[src/rtl/psum_wb_seq_pkg.sv]
// Shared definitions for the partial-sum writeback sequencer: state encoding
// and default geometry.
package psum_wb_seq_pkg;

  localparam int COL_DEF     = 8;
  localparam int PSUM_BW_DEF = 16;
  localparam int ADDR_BW_DEF = 11;

  typedef enum logic [2:0] {
    IDLE,
    RD,
    WR,
    PT,
    FIN
  } state_e;

endpackage

[src/rtl/psum_wb_seq_sfp.sv]
// Per-column special-function unit: modular accumulate of the stored partial
// sum with the new one, followed by an optional ReLU clamp.
module psum_wb_seq_sfp
  import psum_wb_seq_pkg::*;
#(
  parameter int psum_bw = PSUM_BW_DEF
) (
  input  logic [psum_bw-1:0] q_i,
  input  logic [psum_bw-1:0] hold_i,
  input  logic               accum_i,
  input  logic               relu_i,
  input  logic               passthrough_i,
  output logic [psum_bw-1:0] out_o
);

  logic [psum_bw-1:0] sum;

  // Two's-complement add wraps modulo 2^psum_bw; the MSB is the sign.
  always_comb begin
    sum = accum_i ? (q_i + hold_i) : hold_i;
    if (passthrough_i) begin
      out_o = hold_i;
    end else if (relu_i && sum[psum_bw-1]) begin
      out_o = '0;
    end else begin
      out_o = sum;
    end
  end

endmodule

[src/rtl/psum_wb_seq.sv]
// Writes output-FIFO words into PSUM SRAM, either accumulating onto the stored
// value (read, then write) or passing them straight through at one word/cycle.
module psum_wb_seq
  import psum_wb_seq_pkg::*;
#(
  parameter int col     = COL_DEF,
  parameter int psum_bw = PSUM_BW_DEF,
  parameter int addr_bw = ADDR_BW_DEF
) (
  input  logic                     clk,
  input  logic                     reset,
  input  logic                     start,
  input  logic [addr_bw-1:0]       len,
  input  logic [addr_bw-1:0]       base_addr,
  input  logic                     accum,
  input  logic                     relu,
  output logic                     busy,
  output logic                     done,
  input  logic                     ofifo_valid,
  output logic                     ofifo_rd,
  input  logic [col*psum_bw-1:0]   ofifo_out,
  output logic                     sram_cen,
  output logic                     sram_wen,
  output logic [addr_bw-1:0]       sram_a,
  output logic [col*psum_bw-1:0]   sram_d,
  input  logic [col*psum_bw-1:0]   sram_q
);

  localparam logic [addr_bw-1:0] CNT_ONE = addr_bw'(1);

  state_e                   state_q, state_d;
  logic [addr_bw-1:0]       cnt_q, cnt_d;
  logic [addr_bw-1:0]       len_q, len_d;
  logic [addr_bw-1:0]       base_q, base_d;
  logic                     accum_q, accum_d;
  logic                     relu_q, relu_d;
  logic [col*psum_bw-1:0]   hold_q, hold_d;

  logic [addr_bw-1:0]       cur_addr;
  logic [addr_bw-1:0]       cnt_inc;
  logic [col*psum_bw-1:0]   rmw_data;

  assign cur_addr = base_q + cnt_q;
  assign cnt_inc  = cnt_q + CNT_ONE;

  genvar gi;
  generate
    for (gi = 0; gi < col; gi++) begin : g_col
      psum_wb_seq_sfp #(
        .psum_bw(psum_bw)
      ) u_sfp (
        .q_i           (sram_q[gi*psum_bw +: psum_bw]),
        .hold_i        (hold_q[gi*psum_bw +: psum_bw]),
        .accum_i       (accum_q),
        .relu_i        (relu_q),
        .passthrough_i (1'b0),
        .out_o         (rmw_data[gi*psum_bw +: psum_bw])
      );
    end
  endgenerate

  always_ff @(posedge clk or negedge reset) begin
    if (!reset) begin
      state_q <= IDLE;
      cnt_q   <= '0;
      len_q   <= '0;
      base_q  <= '0;
      accum_q <= 1'b0;
      relu_q  <= 1'b0;
      hold_q  <= '0;
    end else begin
      state_q <= state_d;
      cnt_q   <= cnt_d;
      len_q   <= len_d;
      base_q  <= base_d;
      accum_q <= accum_d;
      relu_q  <= relu_d;
      hold_q  <= hold_d;
    end
  end

  // Outputs decode from the registered state, so an async reset releases the
  // SRAM bus in the same instant it clears state_q.
  always_comb begin
    state_d  = state_q;
    cnt_d    = cnt_q;
    len_d    = len_q;
    base_d   = base_q;
    accum_d  = accum_q;
    relu_d   = relu_q;
    hold_d   = hold_q;
    busy     = 1'b1;
    done     = 1'b0;
    ofifo_rd = 1'b0;
    sram_cen = 1'b1;
    sram_wen = 1'b1;
    sram_a   = '0;
    sram_d   = '0;
    case (state_q)
      IDLE: begin
        busy = 1'b0;
        if (start) begin
          if (len == '0) begin
            state_d = FIN;
          end else begin
            len_d   = len;
            base_d  = base_addr;
            accum_d = accum;
            relu_d  = relu;
            cnt_d   = '0;
            state_d = accum ? RD : PT;
          end
        end
      end
      RD: begin
        if (ofifo_valid) begin
          ofifo_rd = 1'b1;
          sram_cen = 1'b0;
          sram_a   = cur_addr;
          hold_d   = ofifo_out;
          state_d  = WR;
        end
      end
      WR: begin
        sram_cen = 1'b0;
        sram_wen = 1'b0;
        sram_a   = cur_addr;
        sram_d   = rmw_data;
        cnt_d    = cnt_inc;
        state_d  = (cnt_inc == len_q) ? FIN : RD;
      end
      PT: begin
        if (ofifo_valid) begin
          ofifo_rd = 1'b1;
          sram_cen = 1'b0;
          sram_wen = 1'b0;
          sram_a   = cur_addr;
          sram_d   = ofifo_out;
          cnt_d    = cnt_inc;
          if (cnt_inc == len_q) begin
            state_d = FIN;
          end
        end
      end
      FIN: begin
        done    = 1'b1;
        state_d = IDLE;
      end
      default: begin
        busy    = 1'b0;
        state_d = IDLE;
      end
    endcase
  end

endmodule

[config.mk]
export PLATFORM = sky130hd
export DESIGN_NAME = psum_wb_seq
export DESIGN_NICKNAME = d
export VERILOG_FILES = /design/src/rtl/psum_wb_seq_pkg.sv /design/src/rtl/psum_wb_seq_sfp.sv /design/src/rtl/psum_wb_seq.sv
export SDC_FILE = /design/constraint.sdc
export NUM_CORES = 1
export LEC_CHECK = 0
export CELL_PAD_IN_SITES_DETAIL_PLACEMENT = 1
export CELL_PAD_IN_SITES_GLOBAL_PLACEMENT = 2
export CORE_MARGIN = 10
export CORE_UTILIZATION = 26
export DETAILED_ROUTE_END_ITERATION = 16
export PLACE_DENSITY_LB_ADDON = 0.1
export SLEW_MARGIN = 10
export SYNTH_ARGS = -nofsm -noshare
export SYNTH_HDL_FRONTEND = slang
export SYNTH_SLANG_ARGS = --single-unit
[constraint.sdc]
create_clock -name clk -period 3.6 [get_ports clk]
set_clock_uncertainty 0.1 [all_clocks]
set_input_delay 0.72 -clock clk [delete_from_list [all_inputs] [get_ports clk]]
set_output_delay 0.72 -clock clk [all_outputs]
set_load 0.005 [all_outputs]
# ---- Yosys cells after proc, flatten, opt, wreduce, memory -nomap -nowiden
# Index checks and enable logic that the tools add are counted.
# Widths: inputs -> output; s select.
dict set report word_totals {
  reg_bits 166
  inputBits 284
  output_inout_bits 144
  elab_cells 84
}
dict set report op_classes {
  addsub 10
  n_eq_ne 10
  mux 39
  bitwise 1
  n_reduce_logical 17
}
# cell n
set op_table {}
lappend op_table {{$mux 16} 16}
lappend op_table {{$pmux 128 s2} 1}
lappend op_table {{$add 16x16->16} 8}
lappend op_table {{$mux 128} 1}
lappend op_table {{$mux 11} 4}
lappend op_table {{$pmux 11 s3} 1}
lappend op_table {{$pmux 11 s2} 1}
lappend op_table {{$mux 3} 6}
lappend op_table {{$pmux 3 s4} 1}
lappend op_table {{$add 11x1->11 const B} 1}
lappend op_table {{$add 11x11->11} 1}
lappend op_table {{$eq 11x11->1} 1}
lappend op_table {{$logic_not 11->1} 1}
lappend op_table {{$ne 2x2->1 const B} 5}
lappend op_table {{$logic_and 1x1->1} 8}
lappend op_table {{$reduce_and 4->1} 2}
lappend op_table {{$eq 3x2->1 const B} 2}
lappend op_table {{$mux 1} 5}
lappend op_table {{$pmux 1 s2} 2}
lappend op_table {{$reduce_or 4->1} 1}
lappend op_table {{$eq 3x1->1 const B} 1}
lappend op_table {{$eq 3x3->1 const B} 1}
lappend op_table {{$logic_not 3->1} 1}
lappend op_table {{$reduce_and 3->1} 1}
lappend op_table {{5 further kinds} 5}

# ---- Depth between registers and ports, before layout
# Gate-level depths: netlist of the first run.
dict set report logic_depth {
  depth_word 5
  ltp_mapped 11
  ltp_nobuf 11
}

# ---- By module
# From an unflattened synthesis of the first run, not the netlist that was laid out.
dict set report hier_totals {
  hier_cells 1773
  area_unflattened_um2 16773.6
}
# module n_inst cells_per_inst area_per_inst_um2 seq_area_each_um2
set modules_own_cells {}
lappend modules_own_cells {psum_wb_seq 1 757 8675.8 4154.0}
lappend modules_own_cells {psum_wb_seq_sfp 8 127 1012.2 0.0}

# ---- Worst setup path after synthesis of the first run
# No wires, ideal clock.
dict set report synth_timing {
  path_kind {input to output}
  startpoint {input sram_q[96]}
  endpoint {output sram_d[106]}
  t_arrival_ns 3.071
  required_ns 2.780
  slack_ns -0.291
  path_stages 10
  path_buffers 0
  cell_sequence {ha_1 > fa_1 > a21o_1 > a21o_1 > a2111oi_0 > o21bai_1 > a21oi_1 > nand4b_1 > o311a_1 > o21ai_0}
}
dict set report synth_via {
  elab_chain_len 5
}
# element line_no
set synth_lines {}
lappend synth_lines {{start: declaration} psum_wb_seq.sv:26} ;# input logic [col*psum_bw-1:0] sram_q
lappend synth_lines {{$add 16x16->16 *} psum_wb_seq_sfp.sv:20} ;# sum = accum_i ? (q_i + hold_i) : hold_i;
lappend synth_lines {{$mux 16 *} psum_wb_seq_sfp.sv:20}
lappend synth_lines {{$logic_and 1x1->1} psum_wb_seq_sfp.sv:23} ;# end else if (relu_i && sum[psum_bw-1]) begin
lappend synth_lines {{$mux 16 *} psum_wb_seq_sfp.sv:23}
lappend synth_lines {{$pmux 128 s2 *} psum_wb_seq.sv:99} ;# case (state_q)
lappend synth_lines {{end: declaration} psum_wb_seq.sv:25} ;# output logic [col*psum_bw-1:0] sram_d,
# Every way passes the cells marked *; elsewhere a longest branch is shown, timed or not.

# ---- Worst setup path in the final report of the first run
dict set report layout_timing {
  startpoint {input sram_q[2]}
  endpoint {output sram_d[0]}
}
dict set report layout_via {
  elab_chain_len 5
}
# element line_no
set layout_lines {}
lappend layout_lines {{$add 16x16->16} psum_wb_seq_sfp.sv:20}
lappend layout_lines {{$mux 16} psum_wb_seq_sfp.sv:20}
lappend layout_lines {{$logic_and 1x1->1} psum_wb_seq_sfp.sv:23}
lappend layout_lines {{$mux 16} psum_wb_seq_sfp.sv:23}
lappend layout_lines {{$pmux 128 s2} psum_wb_seq.sv:99}
# No other way between the ends.

==> run summary, run 1 <==
The flow ran to the end, but the final reports show violations. The checks that failed: negative setup slack. For the via count of the first global-routing pass, the log shows 18400. The mux share of post-synthesis cell area came out at 0.173.

The logs give 112 mm for the global-route wire length before repair and 3370 ps for the data arrival at the endpoint of the critical path. The number of antenna violations at the first check in global routing came out at 30. CTS placed an instance of sky130_fd_sc_hd__clkbuf_16 at the clock tree root. The register area came out at 4160 um^2. In the post-synthesis netlist, the biggest area contributors are sky130_fd_sc_hd__dfrtp_1 27%, sky130_fd_sc_hd__mux2_2 11%, sky130_fd_sc_hd__ha_1 11%.

The H-tree generated during clock tree synthesis spans 4 levels. The fraction of registers with async set or reset after synthesis was 1.00. The worst setup path is captured at a primary output.

The tools report the startpoint kind of the worst setup timing path as an input port. The register bit total from synthesis is 166. The tools report the final cell utilization of the core as 0.466.

The cell area that synthesis handed to floorplanning was 15300 um^2. Fraction of post-synthesis cell area in the top cell type by area: 0.271. The tools report the total routing usage reported by global routing as 0.206. The number of max-slew violations in the final report was 0; the overflow left after global routing was 0. The filler cells instantiated in the layout total 6521. The path class of the tightest hold or removal check is in -> async. Entering global routing, the biggest net connects 56 pins. The cell accounting for the most synthesized area is sky130_fd_sc_hd__dfrtp_1. For this block, the initial DRC count from the detailed router was 548. The tools report the total DRC errors in the routed layout as 0. The logs give 11.9 nW for the static leakage and 238 MHz for the peak clock frequency supported by timing.

Setup violations remaining at the end of the flow were counted as 129. After synthesis, the most frequently instantiated cells are 206 x sky130_fd_sc_hd__nand2_1, 168 x sky130_fd_sc_hd__o21ai_0, 166 x sky130_fd_sc_hd__dfrtp_1. At the end of routability-driven placement, the weighted congestion stood at 0.834. Clock-pin slew was measured on the worst setup and hold paths at 90 ps. The ratio of cells with drive above 1 in the final layout works out to 0.465.

After synthesis, the largest family of logic cells by area is compound AO/OA/AOI/OAI gates. At the pin with the least slew margin, the transition time is 923 ps. The core region is 58000 um^2. The HPWL after detailed placement was 54.6 mm. Yosys instantiated no cell more often than sky130_fd_sc_hd__nand2_1. The tools report the total number of yosys warnings as 0. The tools report the unique cell type count in the Yosys netlist as 81. The proportion of synthesized chip area in sequential cells was 0.271. The worst-case reg-to-reg path depth was 11; the number of placement rows was 88. Yosys mapped a number of flops with a built-in enable equal to 0. The clock passes through at most 2 buffers. VDD sags by at most 0.000408 V. Dividing total power by cell area gives a power density of 954 nW/um^2.

The number of clock buffers added by TritonCTS is 17. 428 I/O pins were placed. The initial standard-cell utilization of the core is 0.264, and the headroom to the max-slew limit is 0.385.

Xor-xnor portion of the synthesized cell area: 0.0691. The post-route fraction of the period consumed by the critical path was 1.16. Critical path class: in -> out. Among all flip-flop cells after synthesis, the most frequent one is sky130_fd_sc_hd__dfrtp_1. The die is 263 um wide.

The compound-cell area share of the yosys netlist was 0.213. The synthesized instance count was 1708; the total power after layout was 0.0258 W. For this run, the detailed router's first-pass iteration total came to 7. The net count after synthesis was 2132; the area share of fa/ha/maj cells after synthesis was 0.119. Summing all multi-input logic gate instances after layout gives 13400 um^2. TritonCTS built the clock tree. After layout, the minimum clock period comes to 4190 ps. The final hold violation count is 0, and the per-instance average area after synthesis is 8.97 um^2. Setup repair after global routing could not meet its margin everywhere.

Wires add up to 74.0 mm. For this run, the post-layout net count is 2996. The clock latency of the later-clocked register in the worst-skew pair was 490 ps. For the total via count in the routed design, the log shows 16800. From synthesis to final layout, the design area changed by 76.5%. The total of max-cap violations is 0, and the data required time at the worst endpoint is 2780 ps. The hold buffer count at cts was 0. The worst setup margin came out at -594 ps.

The clock net in this run drives a total of 166 sinks. The die is 263 um tall. Dividing the detail-routed via count by the number of cells gives 4.98. The count of nets left with antenna violations once routing finished came out at 0. Post-synthesis simple-gate area fraction: 0.129. Dividing the detail-routed wire length by the instance count gives 22.0 um. In this run the tool buffered the top-level ports with 427 buffer cells. Of all nets on the critical path, the largest fanout is 8.

The die covers 69100 um^2.
[area by class of cell]
cell class | count | area share
Timing Repair Buffer | 915 | 0.287
Tap cell | 765 | 0.0354
Multi-Input combinational cell | 1445 | 0.496
Clock buffer | 18 | 0.0162
Sequential cell | 166 | 0.154
Inverter | 27 | 0.00375
Clock inverter | 14 | 0.00652
Antenna cell | 18 | 0.00166
[metal layers]
metal / vias up / part of all wire / global-route usage
met2: 301 / 0.52 / 0.367
met3: 91 / 0.045 / 0.0454
met4: 18 / 0.020 / 0.0575
met1: 8333 / 0.41 / 0.243
li1: 8031 / - / -
met5: - / 0.0014 / 0
[path summary, 6_finish.rpt]
path	startpoint	end	slack, ps
setup / recovery	sram_q[2]	sram_d[0]	-590
hold / removal	reset	hold_q[9]$_DFFE_PN0P_	90
setup reg to reg	cnt_q[1]$_DFFE_PN0P_	state_q[1]$_DFFE_PN0P_	880
hold reg to reg	base_q[2]$_DFFE_PN0P_	base_q[2]$_DFFE_PN0P_	420
max in group asynchronous	reset	hold_q[84]$_DFFE_PN0P_	2470
min in group clk	base_q[2]$_DFFE_PN0P_	base_q[2]$_DFFE_PN0P_	420
[cell families after synthesis]
logic type,after synthesis
fa+ha+maj,140
flops,166
simple gates,435
compound gates,502
buf+inv,98
mux,246
xor+xnor,121
[metrics by stage]
stage               instances  setup TNS [ps]  hold WS (ps)  setup WS, ps  area (um^2)
CTS                      3324          -52830           104          -694        25900
detailed placement       3193         -144940           411         -1490        23200
floorplan                1708            -110           324         -26.1        15400
finish                   3368          -42250          90.9          -594        27100
global route             3358          -56110           118          -700        27000
global placement         3193         -138880           395         -1510        23200
[cell usage in the layout (no fill, tap or decap), types with 9 or more instances in the layout]
master,count
sky130_fd_sc_hd__ha_4,77
sky130_fd_sc_hd__a211oi_1,11
sky130_fd_sc_hd__clkbuf_16,19
sky130_fd_sc_hd__a21o_1,46
sky130_fd_sc_hd__a22o_1,11
sky130_fd_sc_hd__o21a_1,21
sky130_fd_sc_hd__o21ai_1,16
sky130_fd_sc_hd__buf_4,415
sky130_fd_sc_hd__o21ai_2,97
sky130_fd_sc_hd__buf_6,65
sky130_fd_sc_hd__buf_12,16
sky130_fd_sc_hd__o31ai_4,13
sky130_fd_sc_hd__o21ai_0,55
sky130_fd_sc_hd__mux2_2,150
sky130_fd_sc_hd__a21oi_1,67
sky130_fd_sc_hd__o21ai_4,19
sky130_fd_sc_hd__clkdlybuf4s50_1,208
sky130_fd_sc_hd__fa_2,9
sky130_fd_sc_hd__buf_2,121
sky130_fd_sc_hd__a21oi_2,34
sky130_fd_sc_hd__diode_2,18
sky130_fd_sc_hd__nand3_1,22
sky130_fd_sc_hd__nor3_1,23
sky130_fd_sc_hd__nand2_1,203
sky130_fd_sc_hd__clkdlybuf4s15_1,14
sky130_fd_sc_hd__nor2_1,74
sky130_fd_sc_hd__mux2i_1,90
sky130_fd_sc_hd__xor2_1,30
sky130_fd_sc_hd__dlymetal6s2s_1,17
sky130_fd_sc_hd__dfrtp_1,164
sky130_fd_sc_hd__dlygate4sd2_1,47
sky130_fd_sc_hd__xnor2_1,82
sky130_fd_sc_hd__nand2b_1,14
sky130_fd_sc_hd__ha_1,42
sky130_fd_sc_hd__inv_1,25
sky130_fd_sc_hd__ha_2,12
[sequential cells by signal, summed over array words and instances, names as in the netlist]
name and flops:
hold_q 128, base_q 11, cnt_q 11, len_q 11
state_q 3, accum_q 1, relu_q 1
[critical path, cell delays in order]
cell	delay, ps
sky130_fd_sc_hd__dlygate4sd2_1	260
sky130_fd_sc_hd__ha_4	270
sky130_fd_sc_hd__o21a_1	150
sky130_fd_sc_hd__a21oi_2	80
sky130_fd_sc_hd__a211o_1	340
sky130_fd_sc_hd__a211oi_4	310
sky130_fd_sc_hd__nor2_2	80
sky130_fd_sc_hd__o21a_1	110
sky130_fd_sc_hd__a2111o_1	490
sky130_fd_sc_hd__buf_8	200
sky130_fd_sc_hd__buf_6	120
sky130_fd_sc_hd__o21ai_2	100
sky130_fd_sc_hd__buf_2	130
[what timing repair did]
action	CTS	global route
setup buffers	100	44
pin swaps	277	210
endpoints found under the setup margin	134	133
gates resized for setup	1072	214
cloned	6	0
[report_power, final]
| part | switching, W | total, W | internal (W) |
|---|---|---|---|
| sequential | 0.000930 | 0.00372 | 0.00279 |
| clock | 0.00103 | 0.00205 | 0.00102 |
| combinational | 0.00946 | 0.0200 | 0.0106 |
(Power assumes the default switching activity.)
==> run 2: changes to the inputs <==
CORE_UTILIZATION = 28   (was 26)
SYNTH_HIERARCHICAL = 1   (was default)
==> run 2 against run 1 <==
Against the previous run:
- the run still ends with negative setup slack left
- total power up 4.5%
- critical path depth up 1
- synthesized cell count up 3.8%
- die area up 1.5%
- fmax up 0.68%
- sequential power up 4%
- cell area up 8.7%
- first-iteration DRC count up 45%
- routed wire length up 11%
- critical path type unchanged
- largest cell class unchanged
==> run summary, run 2 <==
The run finished, with violations left. The final reports fail on negative setup slack. The overflow left after global routing came out at 0 (unchanged). The run gives 166 (unchanged) as the count of clock tree sinks.

The worst-case reg-to-reg path depth was 5 (-6); the number of top-level pins was 428 (unchanged). The most frequent cell after synthesis is sky130_fd_sc_hd__a22o_1. The area of the core was 59100 um^2 (+1.9%); the layout overhead on the synthesized area was 75.3%. The run gives 77 (+38%) as the largest net degree at the start of global routing.

The register bit total from synthesis works out to 166 (unchanged). The HPWL after detailed placement was 60.4 mm (+11%); the count of input and output buffers was 427 (unchanged). The synthesized instance count came out at 1773 (+3.8%). The post-route fraction of the period consumed by the critical path works out to 1.16 (-0.00783). The clock latency of the later-clocked register in the worst-skew pair came out at 490 ps (about the same).

The post-placement setup slack came out at -1260 ps (+230 ps). TritonCTS built the clock tree. Global-route wire length before repair: 124 mm (+11%).

The library cells used most frequently in the layout, excluding fill and tap cells, are 551 x sky130_fd_sc_hd__buf_4, 198 x sky130_fd_sc_hd__a22o_1, 179 x sky130_fd_sc_hd__clkdlybuf4s50_1, 159 x sky130_fd_sc_hd__dfrtp_1, 152 x sky130_fd_sc_hd__mux2_2. The tools report the number of antenna violations at the first check in global routing as 28 (-6.7%). The tools report the headroom to the max-slew limit as 0.562 (+0.177). The startpoint identified for the worst register-to-register timing path is state_q[0]$_DFFE_PN0P_.

The worst setup path is of the in -> out kind. The depth of the CTS H-tree is 4 (unchanged). For the hold buffer count at cts, the log shows 0 (unchanged). STA classifies the critical path startpoint as an input port. For the initial standard-cell utilization of the core, the log shows 0.284 (+0.0195).

The worst setup margin was -565 ps (+28.2 ps). The proportion of synthesized chip area in sequential cells was 0.248 (-0.0234); the total power after layout was 0.0270 W (+4.5%). The worst-path maximum fanout is 5 (-3), and the peak clock frequency supported by timing is 240 MHz (+0.68%). Final period demand of the worst path: 4170 ps (-28.2 ps). The synthesized design spends more area on one cell type than any other, namely sky130_fd_sc_hd__dfrtp_1. The total DRC errors in the routed layout was 0 (unchanged).

The die extent in y came out at 265 um (+0.75%). Final number of setup-violating endpoints: 128 (-0.78%). Leaving out fill and tap cells, the most frequent cell in the layout is sky130_fd_sc_hd__buf_4. For the number of placement rows, the log shows 89 (+1.1%).

More flip-flops sit in one register than any other, and that register is hold_q. The run gives -44280 ps (-2030 ps) as the accumulated negative setup slack. The area enclosed by the die boundary was 70100 um^2 (+1.5%); the static leakage was 13.0 nW (+9.0%). The number of enable-type register cells in the synthesized netlist was 0 (unchanged). The run gives 0 (unchanged) as the number of max-slew violations in the final report.

The fraction of post-synthesis cell area in the top cell type by area was 0.248 (-0.0234). Yosys attributes the largest share of cell area to sky130_fd_sc_hd__dfrtp_1 25%, sky130_fd_sc_hd__a22o_1 10%, sky130_fd_sc_hd__mux2_2 10%. For the via count of the first global-routing pass, the log shows 20900 (+13%).

Number of buffers inserted during clock tree synthesis: 17 (unchanged). The number of nets with antenna violations after routing came out at 0 (unchanged). The total via count in the routed design is 18800 (+12%), and the post-detailed-route wirelength per cell is 22.8 um (+3.8%).

The register clock-pin slew on the reported worst setup and hold paths was 80 ps (about the same). The terminus of the critical flop-to-flop path was hold_q[105]$_DFFE_PN0P_. The worst setup slack for register-to-register paths was 950 ps (+70 ps); the slew at the pin closest to its max-slew limit was 657 ps (-266 ps). The maximum vdd ir drop is 0.000410 V (+0.44%). Total number of yosys warnings: 6 (+6). The per-instance average area after synthesis is 9.46 um^2 (+5.4%), and the detailed-routing iteration count for the pre-antenna-repair pass is 5 (-2).

Unique cell type count in the Yosys netlist: 68 (-16%). Setup repair after global routing could not meet its margin everywhere. The run gives 105 ps (+13.7 ps) as the post-route worst hold slack. Path class of the lowest-slack min-delay path: in -> async. The data required time at the worst endpoint is 2780 ps (about the same), and the post-detailed-route via-to-cell ratio is 5.20 (+4.4%). The element type at the critical path end is a primary output.

The flip-flop count of the largest register after layout is 128 (unchanged), and the fraction of registers with async set or reset after synthesis is 1.00 (unchanged). The tools report the post-synthesis instance area as 16800 um^2 (+9.4%). By count the netlist is led by 199 x sky130_fd_sc_hd__a22o_1, 166 x sky130_fd_sc_hd__dfrtp_1, 152 x sky130_fd_sc_hd__mux2_2. Power density over cell area: 918 nW/um^2 (-3.8%).

In this run the clock root is driven by a sky130_fd_sc_hd__clkbuf_16. The run gives 0.876 (+5.1%) as the final weighted congestion in routability-driven placement. Primary flip-flop cell chosen by synthesis mapping: sky130_fd_sc_hd__dfrtp_1.

The ratio of cells with drive above 1 in the final layout was 0.477 (+0.0115); the die width was 265 um (+0.75%). The logs give 795 (+45%) for the count of routing violations after the opening detailed-route iteration and 0 (unchanged) for the total of max-cap violations. The run gives 2 (unchanged) as the maximum clock insertion buffer count. The tools report the wire length after detailed routing as 82.4 mm (+11%). The total routing usage reported by global routing is 0.225 (+0.0194), and the data arrival at the endpoint of the critical path is 3350 ps (-20 ps). The number of nets in the final layout came out at 3242 (+8.2%). The final hold violation count was 0 (unchanged).
run 2: final cells by class:
type	count	area [um^2]
Clock buffer	18	439
Multi-Input combinational cell	1535	14700
Clock inverter	14	119
Fill cell	6677	29700
Antenna cell	13	32.5
Tap cell	773	967
Timing Repair Buffer	1069	8890
Sequential cell	166	4160
Inverter	29	109
run 2: how the worst max path moves through the flow:
stage	from	slack [ps]	end
finish	sram_q[55]	-570	sram_d[61]
floorplan	sram_q[52]	70	sram_d[50]
CTS	hold_q[52]$_DFFE_PN0P_	-630	sram_d[52]
global placement	sram_q[84]	-1230	sram_d[93]
detailed placement	sram_q[46]	-1260	sram_d[45]
global route	sram_q[55]	-660	sram_d[61]
run 2: metrics by stage:
step / utilization / instances / cell area [um^2]
6_report: 0.497 / 3617 / 29400
5_1_grt: 0.497 / 3613 / 29400
4_1_cts: 0.481 / 3566 / 28500
3_3_place_gp: 0.432 / 3410 / 25500
2_1_floorplan: - / 1812 / 16900
3_5_place_dp: 0.432 / 3410 / 25500
run 2: power by group:
group          switching [W]  internal (W)
logic                0.00948        0.0117
registers            0.00109       0.00279
clock network       0.000970      0.000919
run 2: what timing repair did:
action / in CTS / in global routing
pin swaps: 307 / 184
cloned: 3 / 0
endpoints found under the setup margin: 133 / 132
resized for setup: 1023 / 189
buffers inserted: 130 / 67
run 2: per-layer routing:
layer	GRT usage	vias to the layer above	routed length, um
met5	0	-	153
met4	0.0657	24	1660
met3	0.0522	103	3720
met2	0.404	349	41900
met1	0.263	9455	35000
li1	-	8874	-
run 2: critical path, stage by stage:
cell and delay, ps:
sky130_fd_sc_hd__clkdlybuf4s50_1 430, sky130_fd_sc_hd__ha_2 210, sky130_fd_sc_hd__a21oi_2 160, sky130_fd_sc_hd__o21ai_2 70, sky130_fd_sc_hd__a21o_1 250, sky130_fd_sc_hd__nor4_4 320
sky130_fd_sc_hd__nor4b_4 80, sky130_fd_sc_hd__buf_4 160, sky130_fd_sc_hd__buf_6 130, sky130_fd_sc_hd__buf_4 130, sky130_fd_sc_hd__buf_6 110, sky130_fd_sc_hd__a32o_2 230
sky130_fd_sc_hd__a22o_1 210, sky130_fd_sc_hd__buf_2 130
run 2: cells by family (layout without fill, tap and decap cells):
| group | after synthesis | in the layout | synth area share |
|---|---|---|---|
| buffers and inverters | 111 | 1130 | 0.0312 |
| and+or+nand+nor | 401 | 401 | 0.141 |
| xor gates and xnor gates | 135 | 135 | 0.0720 |
| adders and majority gates | 140 | 140 | 0.108 |
| AOI/OAI and AO/OA | 666 | 666 | 0.297 |
| other | 1 | 53 | 0.000224 |
| muxes | 153 | 153 | 0.103 |
| DFF | 166 | 166 | 0.248 |
==> run 3: changes to the inputs <==
MAX_ROUTING_LAYER = met4   (was default)
==> run 3 against run 2 <==
Against the previous run:
- the flow still finishes with violations (negative setup slack)
- register-to-register slack got worse by 290 ps
- total power shrank 1.7%
- global-route usage up 0.35 points
- hold slack improved by 14 ps
- sequential power about the same
- sequential cell count did not move
- non-clock buffer count decreased by 47
- highest routed layer is now met4
==> run summary, run 3 (synthesized netlist as in run 2, its figures left out) <==
The path class of the lowest-slack min-delay path is in -> async. The number of top-level pins came out at 428 (unchanged). TritonCTS built the clock tree. In this run the clock root is driven by a sky130_fd_sc_hd__clkbuf_16.

For the final weighted congestion in routability-driven placement, the log shows 0.911 (+4.0%). Headroom to the max-slew limit: 0.535 (-0.0272). The element type at the critical path end is a primary output. For the area of placed instances, the log shows 25500 um^2 (about the same).

The run finished, with violations left. The final design area excluding fillers is 28900 um^2 (-1.6%). The flip-flop count of the largest register after layout was 128 (unchanged); the post-detailed-route via-to-cell ratio was 5.14 (-1.1%).

The worst setup slack for register-to-register paths was 660 ps (-290 ps). The run gives 490 ps (about the same) as the clock latency of the later-clocked register in the worst-skew pair. For the final cell utilization of the core, the log shows 0.489 (-0.00806). The static leakage was 12.7 nW (-1.8%); the worst-path maximum fanout was 4 (-1). For the HPWL after detailed placement, the log shows 60.5 mm (+0.13%). The library cells used most frequently in the layout, excluding fill and tap cells, are 513 x sky130_fd_sc_hd__buf_4, 198 x sky130_fd_sc_hd__a22o_1, 182 x sky130_fd_sc_hd__clkdlybuf4s50_1, 160 x sky130_fd_sc_hd__dfrtp_1, 152 x sky130_fd_sc_hd__mux2_2.

The count of input and output buffers is 427 (unchanged). The depth of the CTS H-tree is 4 (unchanged). The register with the most flip-flops in the final layout is hold_q. The checks that failed: negative setup slack.

The logs give 0 (unchanged) for the number of max-slew violations in the final report and 0.000433 V (+5.8%) for the maximum vdd ir drop. The tools report the startpoint kind of the worst setup timing path as an input port. The run gives 679 (-15%) as the count of routing violations after the opening detailed-route iteration. The tools report the area of the core as 59100 um^2 (unchanged).

The accumulated negative setup slack was -41420 ps (+2850 ps); the final number of setup-violating endpoints was 128 (unchanged). Setup repair after global routing could not meet its margin everywhere. The run gives 5 (unchanged) as the detailed-routing iteration count for the pre-antenna-repair pass. The critical path in this run is classified as in -> out. For the number of instances in the placed design, the log shows 3405 (-0.15%).

The peak clock frequency supported by timing was 244 MHz (+1.6%). The logs give 0 (unchanged) for the number of nets with antenna violations after routing and 0 (unchanged) for the final hold violation count. The slew at the pin closest to its max-slew limit is 698 ps (+40.7 ps), and the ratio of cells with drive above 1 in the final layout is 0.463 (-0.0135).

The run gives 17 (unchanged) as the number of buffers inserted during clock tree synthesis. Largest net degree at the start of global routing: 61 (-21%). The run gives 166 (unchanged) as the count of clock tree sinks.

The post-detailed-route wirelength per cell was 22.4 um (-1.7%). The tools report the total routing usage reported by global routing as 0.229 (+0.00346). For the post-route worst hold slack, the log shows 118 ps (+13.6 ps). Final instance count without filler cells: 3575 (-1.2%). The final period demand of the worst path works out to 4100 ps (-67.5 ps). The logs give 0 (unchanged) for the total DRC errors in the routed layout and 122 mm (-1.4%) for the global-route wire length before repair. The commonest non-fill, non-tap cell in the layout was sky130_fd_sc_hd__buf_4. The post-route fraction of the period consumed by the critical path was 1.14 (-0.0187).

The initial standard-cell utilization of the core was 0.284 (unchanged). The data required time at the worst endpoint is 2780 ps (about the same). The via count of the first global-routing pass is 20600 (-1.5%). The layout overhead on the synthesized area is 72.5%. The number of placement rows is 89 (unchanged), and the die width is 265 um (unchanged). The tools report the wire length after detailed routing as 80.1 mm (-2.8%). The number of nets in the final layout came out at 3195 (-1.4%). For the data arrival at the endpoint of the critical path, the log shows 3280 ps (-70 ps).

The number of fill cells in the layout was 6620 (-0.85%). The area enclosed by the die boundary was 70100 um^2 (unchanged); the overflow left after global routing was 0 (unchanged). The logs give 18400 (-2.3%) for the total via count in the routed design and 2 (unchanged) for the maximum clock insertion buffer count. The number of antenna violations at the first check in global routing is 23 (-18%), and the total of max-cap violations is 0 (unchanged). The die extent in y works out to 265 um (unchanged). The register clock-pin slew on the reported worst setup and hold paths was 80 ps (about the same). The power density over cell area works out to 917 nW/um^2 (about the same). The hold buffer count at cts came out at 0 (unchanged). The worst setup margin is -498 ps (+67.5 ps).
==> run 3: changes by cell type in the layout (fill, tap and decap cells not counted), sizes merged, moves of 3 or more <==
cell           change
buf               -47
clkdlybuf4s15      -8
diode              +5
dlygate4sd2        +5
clkinv             -4
bufinv             +3
clkdlybuf4s50      +3
==> run 3: cell type report <==
cell class / count / area [um^2] / share of cell area
clock buffer: 18 / 429 / 0.0148
timing repair buffer: 1022 / 8540 / 0.295
sequential: 166 / 4160 / 0.144
multi-input combinational: 1535 / 14500 / 0.501
inverter: 29 / 109 / 0.00376
antenna: 18 / 45.0 / 0.00156
tap: 773 / 967 / 0.0334
clock inverter: 14 / 188 / 0.00649
==> run 3: worst max-delay path: stages <==
cell	delay, ps
sky130_fd_sc_hd__dlygate4sd2_1	260
sky130_fd_sc_hd__ha_4	260
sky130_fd_sc_hd__o21a_1	190
sky130_fd_sc_hd__o2111a_2	260
sky130_fd_sc_hd__and2_4	170
sky130_fd_sc_hd__buf_12	120
sky130_fd_sc_hd__nor4_4	260
sky130_fd_sc_hd__nor4b_4	100
sky130_fd_sc_hd__buf_6	140
sky130_fd_sc_hd__buf_6	120
sky130_fd_sc_hd__buf_12	110
sky130_fd_sc_hd__a22o_1	200
sky130_fd_sc_hd__a22o_1	220
sky130_fd_sc_hd__buf_6	120
==> run 3: metal layers <==
layer  GRT usage  vias up  part of all wire
met4      0.0525        0             0.016
met3      0.0492       66             0.045
met1       0.265     9198              0.43
li1            -     8791                 -
met2       0.400      323              0.51
met5           -        -                 0
==> run 3: final timing paths <==
kind                                                to  cells past startpoint                    from
max in group asynchronous       hold_q[66]$_DFFE_PN0P_                      2                   reset
worst min-delay path             hold_q[1]$_DFFE_PN0P_                      1                   reset
worst min register to register   base_q[5]$_DFFE_PN0P_                      1   base_q[5]$_DFFE_PN0P_
min in group clk                 base_q[5]$_DFFE_PN0P_                      1   base_q[5]$_DFFE_PN0P_
worst max register to register  hold_q[22]$_DFFE_PN0P_                      5  state_q[0]$_DFFE_PN0P_
worst max-delay path                        sram_d[81]                     14              sram_q[85]
==> run 3: through the flow <==
stage                     setup WS (ps)  power [W]
after floorplan                    65.8     0.0131
after global routing               -635     0.0286
after detailed placement          -1490     0.0215
final                              -498     0.0265
after global placement            -1480     0.0212
after CTS                          -600     0.0258
==> run 3: what timing repair did <==
item                       CTS  global route
setup endpoints to repair  133           133
gates resized for setup    987           160
gates cloned                 2             0
pin swaps                  321           186
buffers inserted           105            40
==> run 3: report_power, final <==
part | switching [W] | internal, W
Sequential | 0.00108 | 0.00279
Combinational | 0.00918 | 0.0114
Clock | 0.000987 | 0.00111
Total | 0.0112 | 0.0153
